--- src/rtl/pipe_pkg.sv ---
// -----------------------------------------------------------------------------
// pipe_pkg
// Shared constants and types for the ID/EX pipeline stage.
//   XLEN        datapath width
//   REG_ADDR_W  register address width (x0..x31)
//   ZERO_REG    architectural zero register address
//   CTRL_W      width of the opaque decoded control bundle
//   CTRL_*      bit positions of fields inside the control bundle (EX decodes these)
//   NOP_CTRL    control value of a bubble / killed slot (all zero)
//   ex_regs_t   contents of the ID/EX register
//   sat_inc     saturating 32-bit increment used by the statistics counters
// -----------------------------------------------------------------------------
package pipe_pkg;

    localparam int XLEN       = 32;
    localparam int REG_ADDR_W = 5;
    localparam int CTRL_W     = 16;

    localparam logic [REG_ADDR_W-1:0] ZERO_REG = 5'd0;

    // Control bundle layout. This stage never looks inside the bundle; the
    // offsets live here so decode and execute agree on one definition.
    localparam int CTRL_ALU_OP_LSB = 0;
    localparam int CTRL_ALU_OP_W   = 4;
    localparam int CTRL_SRC_B_IMM  = 4;
    localparam int CTRL_MEM_WE     = 5;
    localparam int CTRL_MEM_RE     = 6;
    localparam int CTRL_REG_WE     = 7;
    localparam int CTRL_BRANCH     = 8;
    localparam int CTRL_JUMP       = 9;

    localparam logic [CTRL_W-1:0] NOP_CTRL = '0;

    typedef struct packed {
        logic                  valid;
        logic [XLEN-1:0]       pc;
        logic [XLEN-1:0]       op1;
        logic [XLEN-1:0]       op2;
        logic [XLEN-1:0]       imm;
        logic [REG_ADDR_W-1:0] rs1;
        logic [REG_ADDR_W-1:0] rs2;
        logic [REG_ADDR_W-1:0] rd;
        logic [CTRL_W-1:0]     ctrl;
        logic                  is_load;
    } ex_regs_t;

    function automatic logic [31:0] sat_inc(input logic [31:0] value, input logic en);
        return (en && (value != 32'hFFFF_FFFF)) ? value + 32'd1 : value;
    endfunction

endpackage

--- src/rtl/id_ex_stage_if.sv ---
// -----------------------------------------------------------------------------
// id_ex_stage_if
// Bundle of every non-clock signal of the ID/EX stage.
//   master : decode/writeback/execute side (drives id_*, wb_*, flush, ex_hold,
//            observes ex_*, stall_id and the statistics counters)
//   slave  : the id_ex_stage itself
// -----------------------------------------------------------------------------
interface id_ex_stage_if;
    import pipe_pkg::*;

    // Decode side
    logic                  id_valid;
    logic [XLEN-1:0]       id_pc;
    logic [REG_ADDR_W-1:0] id_rs1;
    logic [REG_ADDR_W-1:0] id_rs2;
    logic [REG_ADDR_W-1:0] id_rd;
    logic                  id_uses_rs1;
    logic                  id_uses_rs2;
    logic [XLEN-1:0]       id_rd1;
    logic [XLEN-1:0]       id_rd2;
    logic [XLEN-1:0]       id_imm;
    logic [CTRL_W-1:0]     id_ctrl;
    logic                  id_is_load;

    // Writeback port (same signals that write the register file)
    logic                  wb_we;
    logic [REG_ADDR_W-1:0] wb_rd;
    logic [XLEN-1:0]       wb_wd;

    // Pipeline control
    logic                  flush;
    logic                  ex_hold;

    // Execute side
    logic                  ex_valid;
    logic [XLEN-1:0]       ex_pc;
    logic [XLEN-1:0]       ex_op1;
    logic [XLEN-1:0]       ex_op2;
    logic [XLEN-1:0]       ex_imm;
    logic [REG_ADDR_W-1:0] ex_rs1;
    logic [REG_ADDR_W-1:0] ex_rs2;
    logic [REG_ADDR_W-1:0] ex_rd;
    logic [CTRL_W-1:0]     ex_ctrl;
    logic                  ex_is_load;
    logic                  stall_id;

    // Statistics
    logic [31:0]           stat_stalls;
    logic [31:0]           stat_bubbles;
    logic [31:0]           stat_flushes;

    modport master (
        output id_valid, id_pc, id_rs1, id_rs2, id_rd, id_uses_rs1, id_uses_rs2,
               id_rd1, id_rd2, id_imm, id_ctrl, id_is_load,
               wb_we, wb_rd, wb_wd, flush, ex_hold,
        input  ex_valid, ex_pc, ex_op1, ex_op2, ex_imm, ex_rs1, ex_rs2, ex_rd,
               ex_ctrl, ex_is_load, stall_id,
               stat_stalls, stat_bubbles, stat_flushes
    );

    modport slave (
        input  id_valid, id_pc, id_rs1, id_rs2, id_rd, id_uses_rs1, id_uses_rs2,
               id_rd1, id_rd2, id_imm, id_ctrl, id_is_load,
               wb_we, wb_rd, wb_wd, flush, ex_hold,
        output ex_valid, ex_pc, ex_op1, ex_op2, ex_imm, ex_rs1, ex_rs2, ex_rd,
               ex_ctrl, ex_is_load, stall_id,
               stat_stalls, stat_bubbles, stat_flushes
    );

endinterface

--- src/rtl/wb_bypass.sv ---
// -----------------------------------------------------------------------------
// wb_bypass
// Combinational operand select for one source register. The register file
// only commits a WB write at the clock edge, so a write in the same cycle as
// the ID read must be forwarded here.
//   rs       source register address
//   rf_data  register-file read data for rs
//   wb_we    writeback enable
//   wb_rd    writeback destination
//   wb_wd    writeback data
//   op       operand to capture into EX
// -----------------------------------------------------------------------------
module wb_bypass
    import pipe_pkg::*;
(
    input  logic [REG_ADDR_W-1:0] rs,
    input  logic [XLEN-1:0]       rf_data,
    input  logic                  wb_we,
    input  logic [REG_ADDR_W-1:0] wb_rd,
    input  logic [XLEN-1:0]       wb_wd,
    output logic [XLEN-1:0]       op
);

    always_comb begin
        op = rf_data;
        // x0 reads as zero whatever the register file or WB bus claims
        if (rs == ZERO_REG) begin
            op = '0;
        end else if (wb_we && (wb_rd == rs)) begin
            op = wb_wd;
        end
    end

endmodule

--- src/rtl/id_ex_stage.sv ---
// -----------------------------------------------------------------------------
// id_ex_stage
// ID/EX pipeline register with same-cycle WB bypass, load-use bubble
// insertion, flush and downstream hold.
//   clk    rising-edge clock
//   reset  asynchronous active-high reset
//   bus    id_ex_stage_if.slave: id_* decode inputs, wb_* writeback port,
//          flush / ex_hold controls, ex_* registered outputs, stall_id
//          (combinational IF/ID hold request) and three statistics counters
// Build option: define ID_EX_STATS_EN to implement the saturating
// stat_stalls / stat_bubbles / stat_flushes counters; otherwise they read 0.
// Priority of the per-cycle update: flush > ex_hold > load-use bubble > capture.
// -----------------------------------------------------------------------------
module id_ex_stage
    import pipe_pkg::*;
(
    input  logic         clk,
    input  logic         reset,
    id_ex_stage_if.slave bus
);

    ex_regs_t        ex_q;
    ex_regs_t        ex_d;
    logic [XLEN-1:0] op1_n;
    logic [XLEN-1:0] op2_n;
    logic            lu;

    // Operand bypass, one instance per source register
    wb_bypass u_bypass_rs1 (
        .rs      (bus.id_rs1),
        .rf_data (bus.id_rd1),
        .wb_we   (bus.wb_we),
        .wb_rd   (bus.wb_rd),
        .wb_wd   (bus.wb_wd),
        .op      (op1_n)
    );

    wb_bypass u_bypass_rs2 (
        .rs      (bus.id_rs2),
        .rf_data (bus.id_rd2),
        .wb_we   (bus.wb_we),
        .wb_rd   (bus.wb_rd),
        .wb_wd   (bus.wb_wd),
        .op      (op2_n)
    );

    // Load in EX whose result an ID operand needs: the data only exists after
    // the memory stage, so ID must wait one cycle.
    always_comb begin
        lu = ex_q.valid && ex_q.is_load && (ex_q.rd != ZERO_REG) && bus.id_valid &&
             ((bus.id_uses_rs1 && (bus.id_rs1 == ex_q.rd)) ||
              (bus.id_uses_rs2 && (bus.id_rs2 == ex_q.rd)));
    end

    // A flush discards ID anyway, so it never needs to be held.
    assign bus.stall_id = (lu || bus.ex_hold) && !bus.flush;

    always_comb begin
        ex_d = ex_q;
        if (bus.flush || (!bus.ex_hold && lu)) begin
            // Kill or bubble: only the fields that give the slot architectural
            // effect are cleared; data fields are left as they were.
            ex_d.valid   = 1'b0;
            ex_d.ctrl    = NOP_CTRL;
            ex_d.is_load = 1'b0;
            ex_d.rd      = ZERO_REG;
        end else if (!bus.ex_hold) begin
            ex_d.valid   = bus.id_valid;
            ex_d.pc      = bus.id_pc;
            ex_d.op1     = op1_n;
            ex_d.op2     = op2_n;
            ex_d.imm     = bus.id_imm;
            ex_d.rs1     = bus.id_rs1;
            ex_d.rs2     = bus.id_rs2;
            ex_d.rd      = bus.id_valid ? bus.id_rd      : ZERO_REG;
            ex_d.ctrl    = bus.id_valid ? bus.id_ctrl    : NOP_CTRL;
            ex_d.is_load = bus.id_valid ? bus.id_is_load : 1'b0;
        end
    end

    always_ff @(posedge clk or posedge reset) begin
        if (reset) begin
            ex_q <= '0;
        end else begin
            ex_q <= ex_d;
        end
    end

    assign bus.ex_valid   = ex_q.valid;
    assign bus.ex_pc      = ex_q.pc;
    assign bus.ex_op1     = ex_q.op1;
    assign bus.ex_op2     = ex_q.op2;
    assign bus.ex_imm     = ex_q.imm;
    assign bus.ex_rs1     = ex_q.rs1;
    assign bus.ex_rs2     = ex_q.rs2;
    assign bus.ex_rd      = ex_q.rd;
    assign bus.ex_ctrl    = ex_q.ctrl;
    assign bus.ex_is_load = ex_q.is_load;

`ifdef ID_EX_STATS_EN
    logic [31:0] stat_stalls_q;
    logic [31:0] stat_stalls_d;
    logic [31:0] stat_bubbles_q;
    logic [31:0] stat_bubbles_d;
    logic [31:0] stat_flushes_q;
    logic [31:0] stat_flushes_d;

    always_comb begin
        stat_stalls_d  = sat_inc(stat_stalls_q, bus.stall_id);
        // A bubble is only inserted when lu actually wins the priority order
        stat_bubbles_d = sat_inc(stat_bubbles_q, lu && !bus.flush && !bus.ex_hold);
        // Flushes of an already empty pipe are not interesting
        stat_flushes_d = sat_inc(stat_flushes_q, bus.flush && (ex_q.valid || bus.id_valid));
    end

    always_ff @(posedge clk or posedge reset) begin
        if (reset) begin
            stat_stalls_q  <= '0;
            stat_bubbles_q <= '0;
            stat_flushes_q <= '0;
        end else begin
            stat_stalls_q  <= stat_stalls_d;
            stat_bubbles_q <= stat_bubbles_d;
            stat_flushes_q <= stat_flushes_d;
        end
    end

    assign bus.stat_stalls  = stat_stalls_q;
    assign bus.stat_bubbles = stat_bubbles_q;
    assign bus.stat_flushes = stat_flushes_q;
`else
    assign bus.stat_stalls  = '0;
    assign bus.stat_bubbles = '0;
    assign bus.stat_flushes = '0;
`endif

endmodule

--- src/flat_wrapper.sv ---
// flat-port wrapper written by rule: the top's interface ports become plain ports
module id_ex_stage_flat import pipe_pkg::*;
  (clk, reset, bus_id_valid, bus_id_pc, bus_id_rs1, bus_id_rs2, bus_id_rd, bus_id_uses_rs1, bus_id_uses_rs2, bus_id_rd1, bus_id_rd2, bus_id_imm, bus_id_ctrl, bus_id_is_load, bus_wb_we, bus_wb_rd, bus_wb_wd, bus_flush, bus_ex_hold, bus_ex_valid, bus_ex_pc, bus_ex_op1, bus_ex_op2, bus_ex_imm, bus_ex_rs1, bus_ex_rs2, bus_ex_rd, bus_ex_ctrl, bus_ex_is_load, bus_stall_id, bus_stat_stalls, bus_stat_bubbles, bus_stat_flushes);
  id_ex_stage_if bus_i ();
  input  logic clk;
  input  logic reset;
  input wire logic [$bits(bus_i.id_valid)-1:0] bus_id_valid;
  input wire logic [$bits(bus_i.id_pc)-1:0] bus_id_pc;
  input wire logic [$bits(bus_i.id_rs1)-1:0] bus_id_rs1;
  input wire logic [$bits(bus_i.id_rs2)-1:0] bus_id_rs2;
  input wire logic [$bits(bus_i.id_rd)-1:0] bus_id_rd;
  input wire logic [$bits(bus_i.id_uses_rs1)-1:0] bus_id_uses_rs1;
  input wire logic [$bits(bus_i.id_uses_rs2)-1:0] bus_id_uses_rs2;
  input wire logic [$bits(bus_i.id_rd1)-1:0] bus_id_rd1;
  input wire logic [$bits(bus_i.id_rd2)-1:0] bus_id_rd2;
  input wire logic [$bits(bus_i.id_imm)-1:0] bus_id_imm;
  input wire logic [$bits(bus_i.id_ctrl)-1:0] bus_id_ctrl;
  input wire logic [$bits(bus_i.id_is_load)-1:0] bus_id_is_load;
  input wire logic [$bits(bus_i.wb_we)-1:0] bus_wb_we;
  input wire logic [$bits(bus_i.wb_rd)-1:0] bus_wb_rd;
  input wire logic [$bits(bus_i.wb_wd)-1:0] bus_wb_wd;
  input wire logic [$bits(bus_i.flush)-1:0] bus_flush;
  input wire logic [$bits(bus_i.ex_hold)-1:0] bus_ex_hold;
  output wire logic [$bits(bus_i.ex_valid)-1:0] bus_ex_valid;
  output wire logic [$bits(bus_i.ex_pc)-1:0] bus_ex_pc;
  output wire logic [$bits(bus_i.ex_op1)-1:0] bus_ex_op1;
  output wire logic [$bits(bus_i.ex_op2)-1:0] bus_ex_op2;
  output wire logic [$bits(bus_i.ex_imm)-1:0] bus_ex_imm;
  output wire logic [$bits(bus_i.ex_rs1)-1:0] bus_ex_rs1;
  output wire logic [$bits(bus_i.ex_rs2)-1:0] bus_ex_rs2;
  output wire logic [$bits(bus_i.ex_rd)-1:0] bus_ex_rd;
  output wire logic [$bits(bus_i.ex_ctrl)-1:0] bus_ex_ctrl;
  output wire logic [$bits(bus_i.ex_is_load)-1:0] bus_ex_is_load;
  output wire logic [$bits(bus_i.stall_id)-1:0] bus_stall_id;
  output wire logic [$bits(bus_i.stat_stalls)-1:0] bus_stat_stalls;
  output wire logic [$bits(bus_i.stat_bubbles)-1:0] bus_stat_bubbles;
  output wire logic [$bits(bus_i.stat_flushes)-1:0] bus_stat_flushes;
  assign bus_i.id_valid = bus_id_valid;
  assign bus_i.id_pc = bus_id_pc;
  assign bus_i.id_rs1 = bus_id_rs1;
  assign bus_i.id_rs2 = bus_id_rs2;
  assign bus_i.id_rd = bus_id_rd;
  assign bus_i.id_uses_rs1 = bus_id_uses_rs1;
  assign bus_i.id_uses_rs2 = bus_id_uses_rs2;
  assign bus_i.id_rd1 = bus_id_rd1;
  assign bus_i.id_rd2 = bus_id_rd2;
  assign bus_i.id_imm = bus_id_imm;
  assign bus_i.id_ctrl = bus_id_ctrl;
  assign bus_i.id_is_load = bus_id_is_load;
  assign bus_i.wb_we = bus_wb_we;
  assign bus_i.wb_rd = bus_wb_rd;
  assign bus_i.wb_wd = bus_wb_wd;
  assign bus_i.flush = bus_flush;
  assign bus_i.ex_hold = bus_ex_hold;
  assign bus_ex_valid = bus_i.ex_valid;
  assign bus_ex_pc = bus_i.ex_pc;
  assign bus_ex_op1 = bus_i.ex_op1;
  assign bus_ex_op2 = bus_i.ex_op2;
  assign bus_ex_imm = bus_i.ex_imm;
  assign bus_ex_rs1 = bus_i.ex_rs1;
  assign bus_ex_rs2 = bus_i.ex_rs2;
  assign bus_ex_rd = bus_i.ex_rd;
  assign bus_ex_ctrl = bus_i.ex_ctrl;
  assign bus_ex_is_load = bus_i.ex_is_load;
  assign bus_stall_id = bus_i.stall_id;
  assign bus_stat_stalls = bus_i.stat_stalls;
  assign bus_stat_bubbles = bus_i.stat_bubbles;
  assign bus_stat_flushes = bus_i.stat_flushes;
  id_ex_stage u_core (.clk(clk), .reset(reset), .bus(bus_i));
endmodule
--- config.mk ---
export PLATFORM = sky130hd
export DESIGN_NAME = id_ex_stage_flat
export DESIGN_NICKNAME = d
export VERILOG_FILES = /design/src/rtl/pipe_pkg.sv /design/src/rtl/id_ex_stage_if.sv /design/src/rtl/wb_bypass.sv /design/src/rtl/id_ex_stage.sv /design/src/flat_wrapper.sv
export SDC_FILE = /design/constraint.sdc
export NUM_CORES = 1
export LEC_CHECK = 0
export ABC_CLOCK_PERIOD_IN_PS = 6000
export BUFFER_PORTS_ARGS = -buffer_cell sky130_fd_sc_hd__buf_2
export CORE_AREA = 3 3 180 182
export DETAILED_ROUTE_END_ITERATION = 8
export DIE_AREA = 0 0 183 185
export GPL_ROUTABILITY_DRIVEN = 1
export MAX_ROUTING_LAYER = met4
export PLACE_DENSITY = 0.62
export SYNTH_ARGS = -nofsm -noshare
export SYNTH_HDL_FRONTEND = slang
export SYNTH_SLANG_ARGS = --single-unit
--- constraint.sdc ---
create_clock -name clk -period 6 [get_ports clk]
set_input_delay 0.6 -clock clk [delete_from_list [all_inputs] [get_ports clk]]
set_output_delay 0.6 -clock clk [all_outputs]
set_load 0.02 [all_outputs]
==> impl_metrics.json, run 1 <==
{
  "status": "complete, no violations",
  "drc_errors": 0,
  "fin_crit_ns": 2.97,
  "pin_count": 463,
  "crit_path_start_kind": "flip-flop",
  "tns_ns": 0,
  "ff2ff_setup_slack_ns": 3.03,
  "gp_congestion": 0.756,
  "clk_latency_ns": 0.42,
  "fin_area_um2": 10500,
  "clk_pin_slew_ns": 0.07,
  "slowest_stage": "buf_4",
  "worst_ep_arrival_time_ns": 3.28,
  "grt_max_degree": 70,
  "seq_area_frac_synth_pct": 49.9,
  "finalNetCount": 1256,
  "hold_viol": 0,
  "clock-sinks": 161,
  "rr_worst_depth": 7,
  "power.density_nw_per_um2": 312,
  "cap_violations": 0,
  "cts_resized": 0,
  "clock_path_buffers": 2,
  "slew_headroom_pct": 26.3,
  "ys.warnings.count": 0,
  "num-fill-cells": 3153,
  "core_area_um2": 30700,
  "synthDistinctLibCells": 24,
  "critPathKind": "reg2reg",
  "die_w_um": 183,
  "grt_usage_pct": 17.3,
  "final.period_utilization_pct": 49.5,
  "end_kind": "flip-flop",
  "cts_buffers": 17,
  "drv_slew": 0,
  "io_buffers": 366,
  "die_y_um": 185,
  "crit_top_cell": "buf_4",
  "timing.critical_path.buf_inv": 2,
  "tritoncts": "built",
  "grt_pass1_vias": 7001,
  "synth.avg_cell_area_um2": 11.3,
  "postCtsSetupRepairBufs": 0,
  "hold_class": "in2async",
  "finClkSkew_ns": 0.0106,
  "dpl.hpwl_um": 21500,
  "drive_above_1_share_pct": 50.7,
  "drt-wirelength-per-cell_um": 20.1,
  "drt_first_iter_violations": 259,
  "crit_family": "buffers and inverters",
  "ctsHoldBuffers": 0,
  "dr.pass1.iters": 4,
  "crit_fanout": 62,
  "rows": 64,
  "tightest_slew_ns": 1.10,
  "syn_inst": 712,
  "syn-cell-area_um2": 8070,
  "cts_root_buf": "clkbuf_16",
  "power.leakage_nw": 4.93,
  "ys_seq_elements": 161,
  "cts_max_level": 4,
  "gr-total-overflow": 0,
  "critical-path-max-stage-delay_ns": 0.71,
  "grt_pass1_wl_um": 42700,
  "cp_cell_sequence": "xnor2_1 -> nand4_1 -> o22ai_1 -> a211oi_4 -> buf_4 -> buf_4 -> mux2_2",
  "die_area_um2": 33900,
  "routed_wl_um": 29500,
  "area_delta_synth_final_pct": 30.4,
  "antenna_found_initial": 4,
  "fmax_mhz": 336,
  "final-setup-viol-count": 0,
  "vias": 6725,
  "rsz0062_at_grt": "no",
  "reg2reg_from": "u_core.bus.ex_rd[4]$_DFFE_PP0P_",
  "place_area_um2": 9890,
  "reg2reg_to": "u_core.bus.ex_imm[22]$_DFFE_PP0P_",
  "viasPerCell": 4.59,
  "start_util_pct": 26.2,
  "crit_required_ns": 6.31,
  "ir_worst_vdd_uv": 150,
  "ant_nets": 0
}
## synth_stat cells
cell	instances	area [µm²]
nand3_1	65	325
a32o_1	22	220
mux2_1	15	169
nor3_1	1	5.00
mux2_2	123	1390
dfrtp_1	161	4030
o22ai_1	1	6.26
or4_1	2	15.0
conb_1	1	3.75
nor2_1	4	15.0
inv_1	1	3.75
o21ai_0	64	320
clkbuf_1	38	143
xnor2_1	20	175
buf_4	103	773
and4_1	2	17.5
nor2b_1	1	6.26
nand2_1	4	15.0
a21oi_1	66	330
nand4_1	4	25.0
buf_2	10	50.1
a22o_1	1	8.76
a211oi_2	1	12.5
and2_1	2	12.5
## power breakdown
| part | internal [mW] | switching (mW) |
|---|---|---|
| Clock | 0.642 | 0.510 |
| Combinational | 0.302 | 0.516 |
| Sequential | 1.24 | 0.0781 |
| Total | 2.18 | 1.10 |
## how the worst max path moves through the flow
| stage | start | to | cells past startpoint |
|---|---|---|---|
| detailed placement | bus_id_rs1[2] | u_core.bus.ex_pc[16]$_DFFE_PP0P_ | 8 |
| global route | u_core.bus.ex_rd[4]$_DFFE_PP0P_ | u_core.bus.ex_imm[27]$_DFFE_PP0P_ | 7 |
| global placement | bus_id_rs1[2] | u_core.bus.ex_imm[13]$_DFFE_PP0P_ | 8 |
| CTS | u_core.bus.ex_rd[4]$_DFFE_PP0P_ | u_core.bus.ex_pc[16]$_DFFE_PP0P_ | 7 |
| finish | u_core.bus.ex_rd[4]$_DFFE_PP0P_ | u_core.bus.ex_imm[22]$_DFFE_PP0P_ | 7 |
| floorplan | reset | u_core.bus.ex_ctrl[0]$_DFFE_PP0P_ | 1 |
## cell usage in the layout, fill, tap and decap left out, types with 4 or more instances in the layout
cell,n
nand4_1,4
xnor2_1,20
mux2_2,123
mux2_1,15
conb_1,96
buf_4,10
nand3_1,65
o21ai_0,64
clkbuf_16,17
a21oi_1,66
dfrtp_1,161
buf_2,366
nand2_1,4
inv_6,6
a32o_1,22
diode_2,5
## flip-flops by register name (all words and copies together) (netlist names)
name                   flops
u_core.bus.ex_ctrl        16
u_core.bus.ex_imm         32
u_core.bus.ex_is_load      1
u_core.bus.ex_op1         32
u_core.bus.ex_op2         32
u_core.bus.ex_pc          32
u_core.bus.ex_rd           5
u_core.bus.ex_rs1          5
u_core.bus.ex_rs2          5
u_core.bus.ex_valid        1
## per-stage QoR
| stage | util [%] | instances | hold WS (ns) | setup WS, ns | total power [mW] |
|---|---|---|---|---|---|
| finish | 34.2 | 1465 | 0.118 | 3.03 | 3.28 |
| global route | 34.2 | 1464 | 0.108 | 2.80 | 3.45 |
| CTS | 34.2 | 1460 | 0.109 | 2.95 | 3.34 |
| detailed placement | 32.2 | 1428 | 0.474 | 2.74 | 2.16 |
| global placement | 32.2 | 1428 | 0.463 | 2.79 | 2.15 |
| floorplan | - | 807 | 0.609 | 1.05 | 1.87 |
## cell families (layout without fill, tap and decap cells)
group / count (synthesis) / after routing / share of synthesized area [%]
compound gates: 155 / 155 / 11.1
xor+xnor: 20 / 20 / 2.17
buf+inv: 152 / 409 / 12.0
flops: 161 / 161 / 49.9
mux: 138 / 138 / 19.3
other cells: 1 / 101 / 0.0465
simple gates: 85 / 85 / 5.41
## per-layer routing
| metal | track usage, % | vias up | part of all wire, % |
|---|---|---|---|
| met2 | 29.8 | 371 | 51 |
| met3 | 4.20 | 25 | 8.2 |
| li1 | - | 3047 | - |
| met4 | 5.24 | 0 | 2.1 |
| met1 | 20.0 | 3282 | 39 |
| met5 | - | - | 0 |
## layout make-up
type | instances | area, µm² | share of cell area (%)
repair buffers | 376 | 1910 | 18.1
multi-input cells | 494 | 3450 | 32.8
clock buffers | 18 | 439 | 4.18
inverters | 1 | 8.76 | 0.0833
flip-flops and latches | 161 | 4030 | 38.3
diodes | 5 | 12.5 | 0.119
well taps | 396 | 495 | 4.71
clock inverters | 14 | 170 | 1.62
## worst register-to-register path: stages (launching register included)
cell and delay (ns):
dfrtp_1 0.49, xnor2_1 0.18, nand4_1 0.13, o22ai_1 0.17, a211oi_4 0.24, buf_4 0.45
buf_4 0.73, mux2_2 0.48
No activity file was read; power rests on OpenSTA's default activity.
==> inputs of run 2 (changes only) <==
- ABC_AREA: unset -> 1
- ABC_CLOCK_PERIOD_IN_PS: 6000 -> 2700
- CORE_AREA: 3 3 180 182 -> 3 3 181 183
- DIE_AREA: 0 0 183 185 -> 0 0 184 186
- PLACE_DENSITY: 0.62 -> 0.67
- clock period: 6 -> 2.7 ns (I/O delays scaled with it)
==> run 2 against run 1 <==
Against the previous run:
- global-route usage is 0.84 points higher
- synthesized cell count increased by 82%
- sequential cell count unchanged
- power increased by 110%
- register-to-register slack got worse by 2.3 ns
- final cell count rose by 39%
- sequential power grew 120%
- critical endpoint is now bus_stall_id
- highest routed layer unchanged
==> impl_metrics.json, run 2 <==
{
  "status": "complete, no violations",
  "crit_required_ns": 2.43,
  "synth.avg_cell_area_um2": 7.02,
  "async_flop_share_pct": 100,
  "grt_pass1_vias": 8692,
  "worst_ep_arrival_time_ns": 2.04,
  "cap_violations": 0,
  "seq_area_frac_synth_pct": 44.3,
  "rows": 65,
  "tns_ns": 0,
  "die_y_um": 186,
  "gp_congestion": 0.903,
  "cts_buffers": 17,
  "tightest_slew_ns": 0.692,
  "finClkSkew_ns": 0.00825,
  "clock-sinks": 161,
  "slew_headroom_pct": 53.8,
  "drc_errors": 0,
  "syn_inst": 1295,
  "cts_root_buf": "clkbuf_16",
  "crit_fanout": 4,
  "power.leakage_nw": 7.34,
  "grt_pass1_wl_um": 47700,
  "p_comb_share_pct": 24.0,
  "p_int_mw": 4.63,
  "finalNetCount": 1824,
  "drt-wirelength-per-cell_um": 15.4,
  "ys.flop_type": "dfrtp_1",
  "syn-cell-area_um2": 9090,
  "end_kind": "output port",
  "vias": 9235,
  "synth_top_cells_by_area": "dfrtp_1 44%, nand2_1 21%, buf_4 9.1%",
  "routed_wl_um": 31400,
  "dpl.hpwl_um": 22400,
  "pin_count": 463,
  "io_buffers": 366,
  "clk_latency_ns": 0.43,
  "start_util_pct": 28.9,
  "fmax_mhz": 433,
  "ys.warnings.count": 0,
  "pre_cts_ws_ns": 0.611,
  "synth_edf_count": 0,
  "cts_max_level": 4,
  "final-setup-viol-count": 0,
  "dr.pass1.iters": 5,
  "grt_usage_pct": 18.1,
  "hold_class": "in2reg",
  "antenna_found_initial": 2,
  "ant_nets": 0,
  "core_area_um2": 31400,
  "die_w_um": 184,
  "rsz0062_at_grt": "no",
  "yosys.area.top_type_share_pct": 44.3,
  "tritoncts": "built",
  "clock_path_buffers": 2,
  "grt_max_degree": 92,
  "synthDistinctLibCells": 18,
  "swShare_pct": 34.4,
  "die_area_um2": 34200,
  "sequentialPowerShare_pct": 40.5,
  "switchingPower_mw": 2.42,
  "power.density_nw_per_um2": 608,
  "finalWorstSetupSlack_ns": 0.393,
  "viasPerCell": 4.54,
  "crit_top_cell": "nand2_1",
  "drv_slew": 0,
  "critPathKind": "reg2out",
  "fin_crit_ns": 2.31,
  "slowest_stage": "dfrtp_1",
  "crit_path_start_kind": "flip-flop",
  "final_common_cell": "nand2_1",
  "layout_common_cells": "520 x nand2_1, 366 x buf_2, 161 x dfrtp_1",
  "synth_top_area_cell": "dfrtp_1",
  "num-fill-cells": 3368,
  "cp_cell_sequence": "inv_1 -> nand2_1 -> nand2_1 -> nor2_1 -> nand3_1 -> nand2_1 -> a21oi_4 -> nor2_1 -> buf_2",
  "critical-path-max-stage-delay_ns": 0.45,
  "p_clk_share_pct": 35.5,
  "ir_worst_vdd_uv": 393,
  "drive_above_1_share_pct": 26.3,
  "synthTopCellsByCount": "520 x nand2_1, 161 x dfrtp_1, 147 x nor2_1, 110 x buf_4, 103 x inv_1",
  "clk_pin_slew_ns": 0.07,
  "drt_first_iter_violations": 474,
  "gr-total-overflow": 0,
  "final.period_utilization_pct": 85.4,
  "ys_seq_elements": 161,
  "area_delta_synth_final_pct": 27.6,
  "hold_viol": 0,
  "synth.most_common_cell": "nand2_1",
  "cts_resized": 0
}
## run 2: cell families (layout without fill, tap and decap cells)
group / after synthesis / in the layout / share of synthesized area (%)
other: 1 / 98 / 0.0413
flip-flops: 161 / 161 / 44.3
AO/OA/AOI/OAI: 8 / 8 / 0.440
buffers and inverters: 287 / 529 / 16.7
AND/OR/NAND/NOR: 838 / 838 / 38.5
## run 2: power by group through the flow
stage / logic [mW] / clock network [mW] / registers [mW]
after detailed placement: 1.71 / 0 / 2.89
after global routing: 1.87 / 2.70 / 2.89
after floorplan: 0.770 / 0 / 3.24
after global placement: 1.69 / 0 / 2.89
after CTS: 1.71 / 2.60 / 2.86
final: 1.69 / 2.50 / 2.86
## run 2: worst paths after layout
kind / end / start / slack (ns) / cells after the start
worst max-delay path: bus_stall_id / u_core.bus.ex_rd[4]$_DFFE_PP0P_ / 0.39 / 9
worst min-delay path: u_core.bus.ex_pc[19]$_DFFE_PP0P_ / bus_id_pc[19] / 0.1 / 3
worst max register to register: u_core.bus.ex_op1[5]$_DFFE_PP0P_ / u_core.bus.ex_rd[4]$_DFFE_PP0P_ / 0.71 / 11
worst min register to register: u_core.bus.ex_imm[2]$_DFFE_PP0P_ / u_core.bus.ex_imm[2]$_DFFE_PP0P_ / 0.47 / 2
max in group asynchronous: u_core.bus.ex_op1[31]$_DFFE_PP0P_ / reset / 1.42 / 4
min in group asynchronous: u_core.bus.ex_pc[9]$_DFFE_PP0P_ / reset / 0.49 / 3
## run 2: what timing repair did
action | 4_1_cts | 5_1_grt
hold buffers | 1 | 0
endpoints found under the setup margin | 0 | 0
hold endpoints to repair | 25 | 0
setup buffers | 0 | 0
## run 2: routing by layer
| metal | routed length [µm] | global-route usage, % | vias to the layer above |
|---|---|---|---|
| met1 | 13300 | 22.8 | 4252 |
| met3 | 2610 | 4.18 | 46 |
| met4 | 927 | 7.23 | 0 |
| met5 | 0 | - | - |
| li1 | - | - | 4468 |
| met2 | 14500 | 28.3 | 469 |
## run 2: metrics by stage
step / cell area [µm²] / util [%] / cells / hold slack (ns) / power [mW]
after floorplan: 9450 / - / 1390 / 0.419 / 4.01
after global placement: 11000 / 35.0 / 2001 / 0.416 / 4.58
after detailed placement: 11000 / 35.0 / 2001 / 0.423 / 4.60
after CTS: 11600 / 36.9 / 2034 / 0.0674 / 7.17
after global routing: 11600 / 36.9 / 2036 / 0.0822 / 7.46
final: 11600 / 36.9 / 2036 / 0.0978 / 7.05
## run 2: worst max-delay path, delay by kind of cell, from the launching register on
| kind | cells | cell delay (ns) |
|---|---|---|
| DFF | 1 | 0.45 |
| AOI/OAI and AO/OA | 1 | 0.11 |
| buffers and inverters | 2 | 0.35 |
| and+or+nand+nor | 6 | 0.71 |
## run 2: final cells by class
class                      count  area [µm²]  share of cell area (%)
multi-input combinational    942        3920                    33.8
clock buffer                  19         443                    3.82
inverter                     111         423                    3.65
timing repair buffer         386        2120                    18.3
clock inverter                13         150                    1.29
tap                          402         503                    4.34
sequential                   161        4030                    34.7
antenna                        2        5.00                  0.0432
